### src/rtl/mips_pkg.sv
// Shared MIPS pipeline definitions: word width, reset/bubble constants, fetch FSM states.
// Latency: n/a (types and constants only).
// Backpressure: n/a.
package mips_pkg;

  localparam int WORD_W = 32;

  // PC value loaded on reset and the word placed into IF/ID for a bubble.
  localparam logic [WORD_W-1:0] RESET_PC  = 32'h0000_0000;
  localparam logic [WORD_W-1:0] NOP_INSTR = 32'h0000_0000;

  // Fetch FSM: RUN = IF/ID holds a fetched instruction, STALL = IF/ID frozen,
  // REDIRECT = IF/ID holds a bubble after a branch/jump redirect.
  typedef enum logic [1:0] {
    RUN      = 2'd0,
    STALL    = 2'd1,
    REDIRECT = 2'd2
  } fetch_state_t;

  // Which path the next PC was taken from this cycle.
  typedef enum logic [1:0] {
    SEL_SEQ    = 2'd0,
    SEL_HOLD   = 2'd1,
    SEL_BRANCH = 2'd2,
    SEL_JUMP   = 2'd3
  } pc_sel_t;

  // Force a byte address onto a word boundary.
  function automatic logic [WORD_W-1:0] align_word(input logic [WORD_W-1:0] addr);
    return {addr[WORD_W-1:2], 2'b00};
  endfunction

endpackage

### src/rtl/pc_next_mux.sv
// Next-PC selector: branch > jump > stall-hold > sequential, with target alignment.
// Latency: purely combinational, zero cycles.
// Backpressure: stall selects the hold path unless a redirect overrides it.
//
// Ports:
//   pc, pc4_hi        current PC and upper nibble of IF/ID PC+4 (jump region)
//   branch_target     EX-computed branch destination (may be misaligned)
//   jump_index        instr[25:0] of the jump sitting in ID
//   pc_src, jump, if_id_valid, stall   redirect / hold requests
//   pc_next, pc_plus4 selected next PC and the sequential PC
//   sel               which path was selected
//   misaligned        a taken branch carried a non-word-aligned target
module pc_next_mux
  import mips_pkg::*;
(
  input  logic [WORD_W-1:0] pc,
  input  logic [3:0]        pc4_hi,
  input  logic [WORD_W-1:0] branch_target,
  input  logic [25:0]       jump_index,
  input  logic              pc_src,
  input  logic              jump,
  input  logic              if_id_valid,
  input  logic              stall,
  output logic [WORD_W-1:0] pc_next,
  output logic [WORD_W-1:0] pc_plus4,
  output pc_sel_t           sel,
  output logic              misaligned
);

  always_comb begin
    // Wraps modulo 2^32 with no flag.
    pc_plus4   = pc + 32'd4;
    misaligned = pc_src && (branch_target[1:0] != 2'b00);
    sel        = SEL_SEQ;
    pc_next    = pc_plus4;

    if (pc_src) begin
      sel     = SEL_BRANCH;
      pc_next = align_word(branch_target);
    end else if (jump && if_id_valid) begin
      // A jump decoded from a bubble is not a real jump, so it needs a valid IF/ID.
      sel     = SEL_JUMP;
      pc_next = {pc4_hi, jump_index, 2'b00};
    end else if (stall) begin
      sel     = SEL_HOLD;
      pc_next = pc;
    end
  end

endmodule

### src/rtl/pc_fetch_stage.sv
// MIPS instruction-fetch stage: PC register, next-PC selection and IF/ID register.
// Latency: instruction at pc appears on if_id_* one cycle later; redirect costs one bubble.
// Backpressure: stall freezes pc and IF/ID; pc_src/jump redirects override stall.
//
// Ports:
//   clock, reset_n            rising-edge clock, async active-low reset
//   pc_src, branch_target     taken-branch redirect from EX
//   jump, jump_index          J-type redirect from ID
//   stall                     hazard-unit hold request
//   instr_in                  combinational instruction memory data at pc
//   pc                        instruction memory address (the PC register)
//   if_id_instr/pc4/valid     IF/ID pipeline register
//   flush                     one-cycle pulse after a redirect edge
//   fetch_count               valid instructions loaded into IF/ID (wraps)
//   addr_error                sticky: a misaligned redirect target was seen
module pc_fetch_stage
  import mips_pkg::*;
(
  input  logic              clock,
  input  logic              reset_n,
  input  logic              pc_src,
  input  logic [WORD_W-1:0] branch_target,
  input  logic              jump,
  input  logic [25:0]       jump_index,
  input  logic              stall,
  input  logic [WORD_W-1:0] instr_in,
  output logic [WORD_W-1:0] pc,
  output logic [WORD_W-1:0] if_id_instr,
  output logic [WORD_W-1:0] if_id_pc4,
  output logic              if_id_valid,
  output logic              flush,
  output logic [WORD_W-1:0] fetch_count,
  output logic              addr_error
);

  logic [WORD_W-1:0] pc_next;
  logic [WORD_W-1:0] pc_plus4;
  pc_sel_t           sel;
  logic              misaligned;
  fetch_state_t      state_q;
  fetch_state_t      state_d;

  pc_next_mux u_pc_next_mux (
    .pc            (pc),
    .pc4_hi        (if_id_pc4[31:28]),
    .branch_target (branch_target),
    .jump_index    (jump_index),
    .pc_src        (pc_src),
    .jump          (jump),
    .if_id_valid   (if_id_valid),
    .stall         (stall),
    .pc_next       (pc_next),
    .pc_plus4      (pc_plus4),
    .sel           (sel),
    .misaligned    (misaligned)
  );

  // FSM state register.
  always_ff @(posedge clock or negedge reset_n) begin
    if (!reset_n) begin
      state_q <= RUN;
    end else begin
      state_q <= state_d;
    end
  end

  // Next state follows the selected path; no state ever blocks a redirect.
  always_comb begin
    state_d = RUN;
    case (sel)
      SEL_BRANCH, SEL_JUMP: state_d = REDIRECT;
      SEL_HOLD:             state_d = STALL;
      default:              state_d = RUN;
    endcase
  end

  // REDIRECT lasts exactly the bubble cycle, so flush is a straight decode of
  // the state flop and drops on the next edge even if stall is asserted.
  assign flush = (state_q == REDIRECT);

  // PC and IF/ID datapath.
  always_ff @(posedge clock or negedge reset_n) begin
    if (!reset_n) begin
      pc          <= RESET_PC;
      if_id_instr <= NOP_INSTR;
      if_id_pc4   <= '0;
      if_id_valid <= 1'b0;
      fetch_count <= '0;
      addr_error  <= 1'b0;
    end else begin
      pc <= pc_next;
      case (sel)
        SEL_SEQ: begin
          if_id_instr <= instr_in;
          if_id_pc4   <= pc_plus4;
          if_id_valid <= 1'b1;
          fetch_count <= fetch_count + 32'd1;
        end
        SEL_BRANCH, SEL_JUMP: begin
          if_id_instr <= NOP_INSTR;
          if_id_pc4   <= '0;
          if_id_valid <= 1'b0;
        end
        default: begin
          // Hold: IF/ID frozen.
        end
      endcase
      if (misaligned) begin
        addr_error <= 1'b1;
      end
    end
  end

endmodule

### config.mk
export PLATFORM = sky130hd
export DESIGN_NAME = pc_fetch_stage
export DESIGN_NICKNAME = d
export VERILOG_FILES = /design/src/rtl/mips_pkg.sv /design/src/rtl/pc_next_mux.sv /design/src/rtl/pc_fetch_stage.sv
export SDC_FILE = /design/constraint.sdc
export NUM_CORES = 1
export LEC_CHECK = 0
export CAP_MARGIN = 20
export CORE_ASPECT_RATIO = 0.5
export CORE_UTILIZATION = 40
export DETAILED_ROUTE_END_ITERATION = 8
export GPL_TIMING_DRIVEN = 0
export PLACE_DENSITY_LB_ADDON = 0.25
export SLEW_MARGIN = 20
export SYNTH_ARGS = -nofsm -noshare
export SYNTH_HDL_FRONTEND = slang
export SYNTH_HIERARCHICAL = 1
export SYNTH_SLANG_ARGS = --single-unit
### constraint.sdc
create_clock -name clock -period 3.4 [get_ports clock]
set_input_delay 0.68 -clock clock [delete_from_list [all_inputs] [get_ports clock]]
set_output_delay 0.68 -clock clock [all_outputs]
set_load 0.1 [all_outputs]
==> summary.txt, run 1 <==
status -> finished clean
register-to-register setup slack -> 440 ps
Max-slew headroom -> 0.319
net count after synthesis -> 782
Top Usage Layer GRT -> met2
initial antenna violation count -> 0
Clock Path Buffers -> 2
Final Critical Period -> 3240 ps
vias in the first global route -> 5671
Max VDD drop -> 371 µV
Num CTS Buffers -> 17
most used flip-flop cell after synthesis -> dfrtp_1
grt met3 use -> 0.0438
crit start category -> primary input
post-layout util -> 0.604
Initial Util -> 0.413
setup repair after global routing missed its margin -> false
layout cell share with drive strength beyond 1 -> 0.0872
row count -> 33
Post-Synth Adder-Cell Area -> 0.00367
Power Density -> 560 nW/µm²
Finished Layout Cells -> 1167
Worst EP required -> 3730 ps
ANT nets after route -> 0
post-synth cell types -> 54
Setup Skew -> 7.94 ps
Final period util -> 0.953
largest family of logic cells by synthesized area -> simple AND/OR/NAND/NOR gates
Post-Syn Area per Cell -> 9.96 µm²
Core ar. -> 16500 µm²
met1 Track Usage GR -> 0.317
Placed Instances -> 1137
Arr. time, crit path -> 3570 ps
IO Pins -> 226
Worst-path clk slew -> 60 ps
1st-iter DRT viols -> 374
CP Max Fanout -> 10
cell with the most instances after synthesis -> dfrtp_1
via count -> 5952
htree depth -> 4
#FFs+latches synth -> 132
cell count after synthesis -> 685
xor-xnor portion of the synthesized cell area -> 0.105
n_diodes -> 0
sequential element share of the synthesized area -> 0.484
Yosys top cell area share -> 0.484
post-synthesis mux area share -> 0.102
Synth Area in Simple Gates -> 0.211
Hold Crit Class -> primary input to asynchronous set/reset pin
Leakage Power -> 4.26 nW
clk sinks -> 132
Final Setup Violations -> 0
Synth top cells by count -> dfrtp_1 (132), nor2_1 (101), mux2i_1 (67), nand2_1 (60), xor2_1 (43)
cts hold-fix bufs -> 0
Fin. Hold Viols -> 0
largest net degree at the start of global routing -> 78
DRC -> 0
buffers added on ports -> 224
chip width -> 187 µm
nature of the critical path endpoint -> register
CTS root buf -> clkbuf_16
DR pass1 iterations -> 5
pre-CTS WS -> -1040 ps
setup slack after layout -> 158 ps
CTS tree -> done
Routed Wire Length -> 19.4 mm
GR Util All Layers -> 0.225
worst-skew pair later-pin latency -> 410 ps
Post-synth EDFFs -> 0
GR Overflow Total -> 0
Yosys warning count -> 6
Final Max Tran Viols -> 0
total die area -> 17600 µm²
Fmax achieved -> 0.308 GHz
FILL cells -> 1419
Die Y-Extent -> 94.4 µm
CP Class -> primary input to register
leading area contributor after synthesis -> dfrtp_1
Worst Max-Slew Pin Slew -> 1020 ps
Synth Area in Compound Gates -> 0.0521
first-pass GRT wire length -> 31.1 mm
Area contributors post-synth -> dfrtp_1 (48%), mux2i_1 (9.8%), nor2_1 (5.6%)
met2 Use GR -> 0.357
synth-to-layout area growth -> 46.1%
Final Wtd Congestion -> 0.832
max-cap viol count -> 0
drt wl/cell -> 16.7 µm
Mapped Area -> 6820 µm²
Nets -> 1025
DP HPWL -> 14.4 mm
routed vias/inst -> 5.10
fraction of registers with async set/reset -> 1.00
flip-flops by register name (all words and copies together) (netlist names):
signal,cells
if_id_instr,32
if_id_pc4,32
pc,32
fetch_count,32
addr_error,1
if_id_valid,1
state_q,2
layer usage:
layer | routed length, µm | part of all wire
met4 | 169 | 0.0087
met5 | 0 | 0
met1 | 9170 | 0.47
met2 | 9000 | 0.46
met3 | 1100 | 0.056
kinds of logic (layout without fill, tap and decap cells):
kind of cell / Yosys count / after routing
muxes: 69 / 69
DFF: 132 / 132
buffers and inverters: 65 / 320
and+or+nand+nor: 283 / 283
adders and majority gates: 2 / 2
AOI/OAI and AO/OA: 52 / 52
xor gates and xnor gates: 82 / 82
cells in the final DEF (no fill, tap or decap), types with 3 or more instances in the layout:
cell	count
dfrtp_1	132
clkinvlp_4	4
a221oi_1	5
nor4_1	8
buf_2	14
nor3_1	18
o21ai_0	17
or2_2	4
nand4_1	16
nor4_2	3
nor3_2	6
nand3_1	25
clkdlybuf4s50_1	223
clkbuf_16	17
clkinv_4	3
nand2_1	60
clkinv_2	4
mux2i_1	67
xnor2_1	39
o221ai_1	9
and4_1	4
and2_1	4
and3_1	11
clkbuf_1	22
buf_4	5
nor2_1	100
nor2b_1	4
xor2_1	43
a21oi_1	11
inv_1	17
path summary, 6_finish.rpt:
| check | from | to | cells past startpoint |
|---|---|---|---|
| setup / recovery | jump | fetch_count[28]$_DFFE_PN0N_ | 10 |
| hold / removal | reset_n | if_id_instr[15]$_DFFE_PN0P_ | 1 |
| setup reg to reg | if_id_valid$_DFFE_PN0P_ | fetch_count[28]$_DFFE_PN0N_ | 9 |
| hold reg to reg | fetch_count[31]$_DFFE_PN0N_ | fetch_count[31]$_DFFE_PN0N_ | 1 |
| max in group asynchronous | reset_n | pc[13]$_DFF_PN0_ | 2 |
| min in group clock | fetch_count[31]$_DFFE_PN0N_ | fetch_count[31]$_DFFE_PN0N_ | 1 |
per-stage QoR:
| step | cell area (µm²) | power [mW] | TNS [ps] | hold slack [ps] |
|---|---|---|---|---|
| 6_report | 9970 | 5.59 | 0 | 181 |
| 3_5_place_dp | 9380 | 3.82 | -51820 | 466 |
| 3_3_place_gp | 9350 | 3.80 | -538600 | 459 |
| 4_1_cts | 9970 | 5.62 | 0 | 196 |
| 5_1_grt | 9970 | 5.79 | 0 | 211 |
| 2_1_floorplan | 6820 | 3.24 | 0 | 384 |
area by class of cell:
| type | count | area, µm² | area share |
|---|---|---|---|
| Multi-Input combinational cell | 488 | 3240 | 0.325 |
| Inverter | 17 | 63.8 | 0.00640 |
| Timing Repair Buffer | 226 | 2280 | 0.229 |
| Clock buffer | 18 | 439 | 0.0440 |
| Clock inverter | 13 | 136 | 0.0137 |
| Tap cell | 227 | 284 | 0.0285 |
| Buffer | 46 | 223 | 0.0223 |
| Sequential cell | 132 | 3300 | 0.331 |
worst max-delay path: stages:
cell             delay [ps]
clkdlybuf4s50_1         420
and2_2                  310
nor2_4                  180
inv_1                    90
clkbuf_1                280
buf_6                   230
or3b_4                  420
or4_4                   580
nor3_2                  220
xor2_1                  160
repair_timing:
item,in CTS,in global routing
resized for setup,5,3
pin swaps,1,0
endpoints found under the setup margin,66,47
setup buffers,1,0
power breakdown:
part | leakage [nW] | internal, mW | switching (mW) | total (mW)
sequential | 1.69 | 1.71 | 0.157 | 1.86
combinational | 2.30 | 0.533 | 1.40 | 1.93
clock | 0.274 | 1.09 | 0.698 | 1.79
Note: power is estimated with default switching activity, not from simulation.
==> inputs of run 2 (changes only) <==
--- a/config.mk
+++ b/config.mk
@@ -5,9 +5,8 @@
 export SDC_FILE = /design/constraint.sdc
 export NUM_CORES = 1
 export LEC_CHECK = 0
-export CAP_MARGIN = 20
 export CORE_ASPECT_RATIO = 0.5
-export CORE_UTILIZATION = 40
+export CORE_UTILIZATION = 50
 export DETAILED_ROUTE_END_ITERATION = 8
 export GPL_TIMING_DRIVEN = 0
 export PLACE_DENSITY_LB_ADDON = 0.25
==> constraint.sdc (replaced) <==
create_clock -name clock -period 4 [get_ports clock]
set_input_delay 0.8 -clock clock [delete_from_list [all_inputs] [get_ports clock]]
set_output_delay 0.8 -clock clock [all_outputs]
set_load 0.1 [all_outputs]
==> summary.txt, run 2 (synthesis results as in run 1) <==
status -> finished clean
setup bufs post-CTS -> 0
CP bufs+invs -> 5
ANT nets after route -> 0
Final Setup Violations -> 0
IO Pins -> 226
Routed Wire Length -> 19.3 mm
Nets -> 1025
Power Density -> 480 nW/µm²
row count -> 29
RR Endpoint -> fetch_count[28]$_DFFE_PN0N_
GR Overflow Total -> 0
Sw Pwr -> 1.97 mW
drt wl/cell -> 17.4 µm
commonest cells after routing, fill and taps aside -> clkdlybuf4s50_1 (223), dfrtp_1 (132), nor2_1 (100), mux2i_1 (67), nand2_1 (60)
CP cell instances -> clkdlybuf4s50_1 > and2_1 > clkbuf_1 > nor2_2 > inv_1 > clkbuf_1 > buf_6 > or3b_4 > or4_4 > nor3_2 > xor2_1
CP Max Fanout -> 10
Worst Max-Slew Pin Slew -> 1020 ps
CP Depth -> 11
Setup Skew -> 10.2 ps
nature of the critical path endpoint -> register
FF-to-FF Start -> if_id_valid$_DFFE_PN0P_
slowest CP cell -> or4_4
1st-iter DRT viols -> 587
CP Class -> primary input to register
post-layout util -> 0.761
total die area -> 14100 µm²
Max VDD drop -> 342 µV
vias in the first global route -> 5865
Max-slew headroom -> 0.318
largest net degree at the start of global routing -> 102
r2r worst-path depth -> 10
buffers added on ports -> 224
layout cell share with drive strength beyond 1 -> 0.0829
crit start category -> primary input
synth-to-layout area growth -> 44.8%
Placed Instances -> 1080
pre-CTS WS -> -457 ps
routed vias/inst -> 5.53
DRC -> 0
max-cap viol count -> 0
Worst-path clk slew -> 60 ps
setup slack after layout -> 144 ps
clk sinks -> 132
Arr. time, crit path -> 4180 ps
Final period util -> 0.964
htree depth -> 4
DR pass1 iterations -> 5
via count -> 6144
DP HPWL -> 14.2 mm
Leakage Power -> 4.24 nW
Initial Util -> 0.525
n_diodes -> 0
register-to-register setup slack -> 500 ps
Fmax achieved -> 0.259 GHz
Finished Layout Cells -> 1111
Crit path max-delay family -> simple AND/OR/NAND/NOR gates
setup repair after global routing missed its margin -> false
Hold Crit Class -> primary input to asynchronous set/reset pin
Die Y-Extent -> 84.6 µm
commonest non-fill, non-tap cell in the layout -> clkdlybuf4s50_1
worst-skew pair later-pin latency -> 410 ps
CTS tree -> done
Num CTS Buffers -> 17
GR Util All Layers -> 0.275
Clock Power Share -> 0.318
CP Launch Point -> jump
Final Wtd Congestion -> 0.848
Top cell by count, worst path -> clkbuf_1
cts hold-fix bufs -> 0
initial antenna violation count -> 0
Worst EP required -> 4330 ps
CTS root buf -> clkbuf_16
Clock Path Buffers -> 2
Slowest Stage Delay on Critical Path -> 580 ps
Final Critical Period -> 3860 ps
Fin Hold WS -> 240 ps
Int Pwr -> 2.78 mW
Flop pwr share -> 0.335
Sw Share -> 0.415
Overall Power -> 4.74 mW
first-pass GRT wire length -> 30.5 mm
Final Max Tran Viols -> 0
Core ar. -> 13000 µm²
chip width -> 167 µm
Fin. Hold Viols -> 0
Comb power frac -> 0.347
run 2: cell types whose count changed in the layout (fill, tap and decap cells not counted), sizes merged:
cell	change
inv	+8
clkinv	-6
buf	-1
clkbuf	+1
bufinv	-1
run 2: how the worst max path moves through the flow:
stage	endpoint	slack, ps
6_report	fetch_count[28]$_DFFE_PN0N_	140
3_5_place_dp	fetch_count[28]$_DFFE_PN0N_	-460
3_3_place_gp	if_id_instr[27]$_DFFE_PN0P_	-3050
4_1_cts	fetch_count[26]$_DFFE_PN0N_	110
2_1_floorplan	fetch_count[28]$_DFFE_PN0N_	650
5_1_grt	fetch_count[20]$_DFFE_PN0N_	2
run 2: layer usage:
layer | track usage | vias to the layer above | routed length (µm)
li1 | - | 2831 | -
met3 | 0.0504 | 29 | 1380
met1 | 0.369 | 3011 | 8510
met5 | 0 | - | 0
met4 | 0.0784 | 0 | 242
met2 | 0.461 | 273 | 9190
run 2: stage by stage:
step,TNS [ps],instance area [µm²]
2_1_floorplan,0,6820
6_report,0,9880
3_5_place_dp,-6900,9310
3_3_place_gp,-404680,9280
5_1_grt,0,9880
4_1_cts,0,9890
run 2: what timing repair did:
action	CTS	global route
cloned	0	0
gates resized for setup	2	0
setup endpoints to repair	3	7
run 2: worst register-to-register path: cells and delay by family (launching register included):
| family | cells | cell delay [ps] |
|---|---|---|
| buffers and inverters | 4 | 970 |
| and+or+nand+nor | 5 | 1850 |
| xor gates and xnor gates | 1 | 150 |
| DFF | 1 | 450 |
run 2: layout make-up:
| type | instances | area, µm² |
|---|---|---|
| clock buffer | 18 | 429 |
| multi-input combinational | 488 | 3240 |
| sequential | 132 | 3300 |
| timing repair buffer | 225 | 2270 |
| tap | 170 | 213 |
| inverter | 17 | 63.8 |
| buffer | 47 | 221 |
| clock inverter | 14 | 141 |
| fill | 894 | 3110 |
run 2: power groups by stage:
| stage | Sequential [mW] | Combinational, mW | Clock (mW) |
|---|---|---|---|
| 6_report | 1.59 | 1.65 | 1.51 |
| 3_3_place_gp | 1.60 | 1.62 | 0 |
| 4_1_cts | 1.59 | 1.65 | 1.53 |
| 3_5_place_dp | 1.61 | 1.64 | 0 |
| 2_1_floorplan | 2.42 | 0.340 | 0 |
| 5_1_grt | 1.61 | 1.71 | 1.59 |
==> inputs of run 3 (changes only) <==
==> constraint.sdc (replaced) <==
create_clock -name clock -period 4 [get_ports clock]
set_input_delay 0.4 -clock clock [delete_from_list [all_inputs] [get_ports clock]]
set_output_delay 0.4 -clock clock [all_outputs]
set_load 0.1 [all_outputs]
==> summary.txt, run 3 (synthesis results as in run 1) <==
Hold Crit Class -> primary input to asynchronous set/reset pin
layout cell share with drive strength beyond 1 -> 0.0806
Slowest Stage Delay on Critical Path -> 680 ps
Sw Pwr -> 1.97 mW
Fmax achieved -> 0.268 GHz
Placed Instances -> 1080
RR Endpoint -> fetch_count[28]$_DFFE_PN0N_
Nets -> 1027
CTS root buf -> clkbuf_16
IO Pins -> 226
Max-slew headroom -> 0.313
max-cap viol count -> 0
Flop pwr share -> 0.335
row count -> 29
CTS tree -> done
Final Setup Violations -> 0
FILL cells -> 897
buffers added on ports -> 224
nature of the critical path endpoint -> register
CP Capture Point -> fetch_count[28]$_DFFE_PN0N_
Power Density -> 480 nW/µm²
CP Max Fanout -> 10
Core ar. -> 13000 µm²
vias in the first global route -> 5868
Top cell by count, worst path -> clkbuf_1
htree depth -> 4
CP cell instances -> and2_1 > clkbuf_1 > nor2_1 > inv_1 > clkbuf_1 > buf_6 > or3b_4 > or4_4 > nor3_2 > xor2_1
Crit path max-delay family -> simple AND/OR/NAND/NOR gates
first-pass GRT wire length -> 30.5 mm
Clock Path Buffers -> 2
n_diodes -> 0
Setup Skew -> 11.0 ps
Comb power frac -> 0.347
Finished Layout Cells -> 1113
via count -> 6115
setup repair after global routing missed its margin -> false
status -> finished clean
1st-iter DRT viols -> 637
r2r worst-path depth -> 10
FF-to-FF Start -> if_id_valid$_DFFE_PN0P_
multi-input logic area -> 3230 µm²
Max VDD drop -> 342 µV
initial antenna violation count -> 0
Int Pwr -> 2.78 mW
Final Critical Period -> 3740 ps
Num CTS Buffers -> 17
clk sinks -> 132
Die Y-Extent -> 84.6 µm
synth-to-layout area growth -> 45.0%
crit start category -> register
setup bufs post-CTS -> 0
ANT nets after route -> 0
register-to-register setup slack -> 260 ps
Final Max Tran Viols -> 0
DP HPWL -> 14.2 mm
Sw Share -> 0.415
chip width -> 167 µm
Clock Power Share -> 0.318
slowest CP cell -> nor2_1
Routed Wire Length -> 19.3 mm
DRC -> 0
CP bufs+invs -> 4
total die area -> 14100 µm²
Fin. Hold Viols -> 0
area occupied by registers -> 3300 µm²
Worst-path clk slew -> 60 ps
Worst EP required -> 4330 ps
Worst Max-Slew Pin Slew -> 1030 ps
worst-skew pair later-pin latency -> 410 ps
CP Launch Point -> if_id_valid$_DFFE_PN0P_
routed vias/inst -> 5.49
DR pass1 iterations -> 5
GR Overflow Total -> 0
commonest cells after routing, fill and taps aside -> clkdlybuf4s50_1 (223), dfrtp_1 (132), nor2_1 (101), mux2i_1 (67), nand2_1 (60)
CP Class -> register to register
Arr. time, crit path -> 4060 ps
largest net degree at the start of global routing -> 102
Initial Util -> 0.525
GR Util All Layers -> 0.275
Overall Power -> 4.75 mW
Leakage Power -> 4.25 nW
Final Wtd Congestion -> 0.848
CP Depth -> 10
Final period util -> 0.934
commonest non-fill, non-tap cell in the layout -> clkdlybuf4s50_1
drt wl/cell -> 17.4 µm
-- run 3: changes by cell type in the layout (fill, tap and decap cells not counted), sizes merged --
| cell | change |
|---|---|
| dlygate4sd3 | +1 |
| clkbuf | +1 |
-- run 3: stage by stage --
stage,TNS [ps],cell area [µm²],setup WS (ps),util,hold WS [ps]
after floorplan,0,6820,650,-,104
after CTS,0,9890,342,0.762,439
after global routing,0,9890,94.5,0.762,459
final,0,9890,263,0.762,435
after global placement,-347230,9280,-2650,0.714,457
after detailed placement,-112,9310,-57.1,0.717,278
-- run 3: worst min path at each step --
stage	start	end	slack [ps]
after floorplan	reset_n	addr_error$_DFFE_PN0P_	100
after global placement	fetch_count[31]$_DFFE_PN0N_	fetch_count[31]$_DFFE_PN0N_	460
after detailed placement	reset_n	addr_error$_DFFE_PN0P_	280
after CTS	reset_n	addr_error$_DFFE_PN0P_	440
after global routing	reset_n	pc[5]$_DFF_PN0_	460
final	reset_n	addr_error$_DFFE_PN0P_	440
-- run 3: worst register-to-register path: stages, from the launching register on --
cell and delay, ps:
dfrtp_1 450, and2_1 170, clkbuf_1 250, nor2_1 680, inv_1 190, clkbuf_1 330, buf_6 240, or3b_4 420
or4_4 580, nor3_2 190, xor2_1 150
-- run 3: power groups by stage --
stage	logic, mW	clock network [mW]	registers (mW)
6_report	1.65	1.51	1.59
5_1_grt	1.71	1.59	1.61
4_1_cts	1.65	1.53	1.59
3_5_place_dp	1.64	0	1.61
3_3_place_gp	1.62	0	1.60
2_1_floorplan	0.340	0	2.42
-- run 3: final cells by class --
class / instances / share of cell area
flip-flops and latches: 132 / 0.334
multi-input cells: 488 / 0.327
repair buffers: 226 / 0.231
clock buffers: 18 / 0.0434
plain buffers: 48 / 0.0226
well taps: 170 / 0.0215
clock inverters: 14 / 0.0143
inverters: 17 / 0.00645
-- run 3: metal layers --
layer	track usage	wire length [µm]
met4	0.0784	217
met3	0.0504	1440
met5	0	0
met1	0.369	8460
met2	0.461	9230
-- run 3: repair_timing --
item                                   in CTS  in global routing
hold buffers                                1                  0
endpoints found under the hold margin      31                  0
gates resized for setup                     0                  0
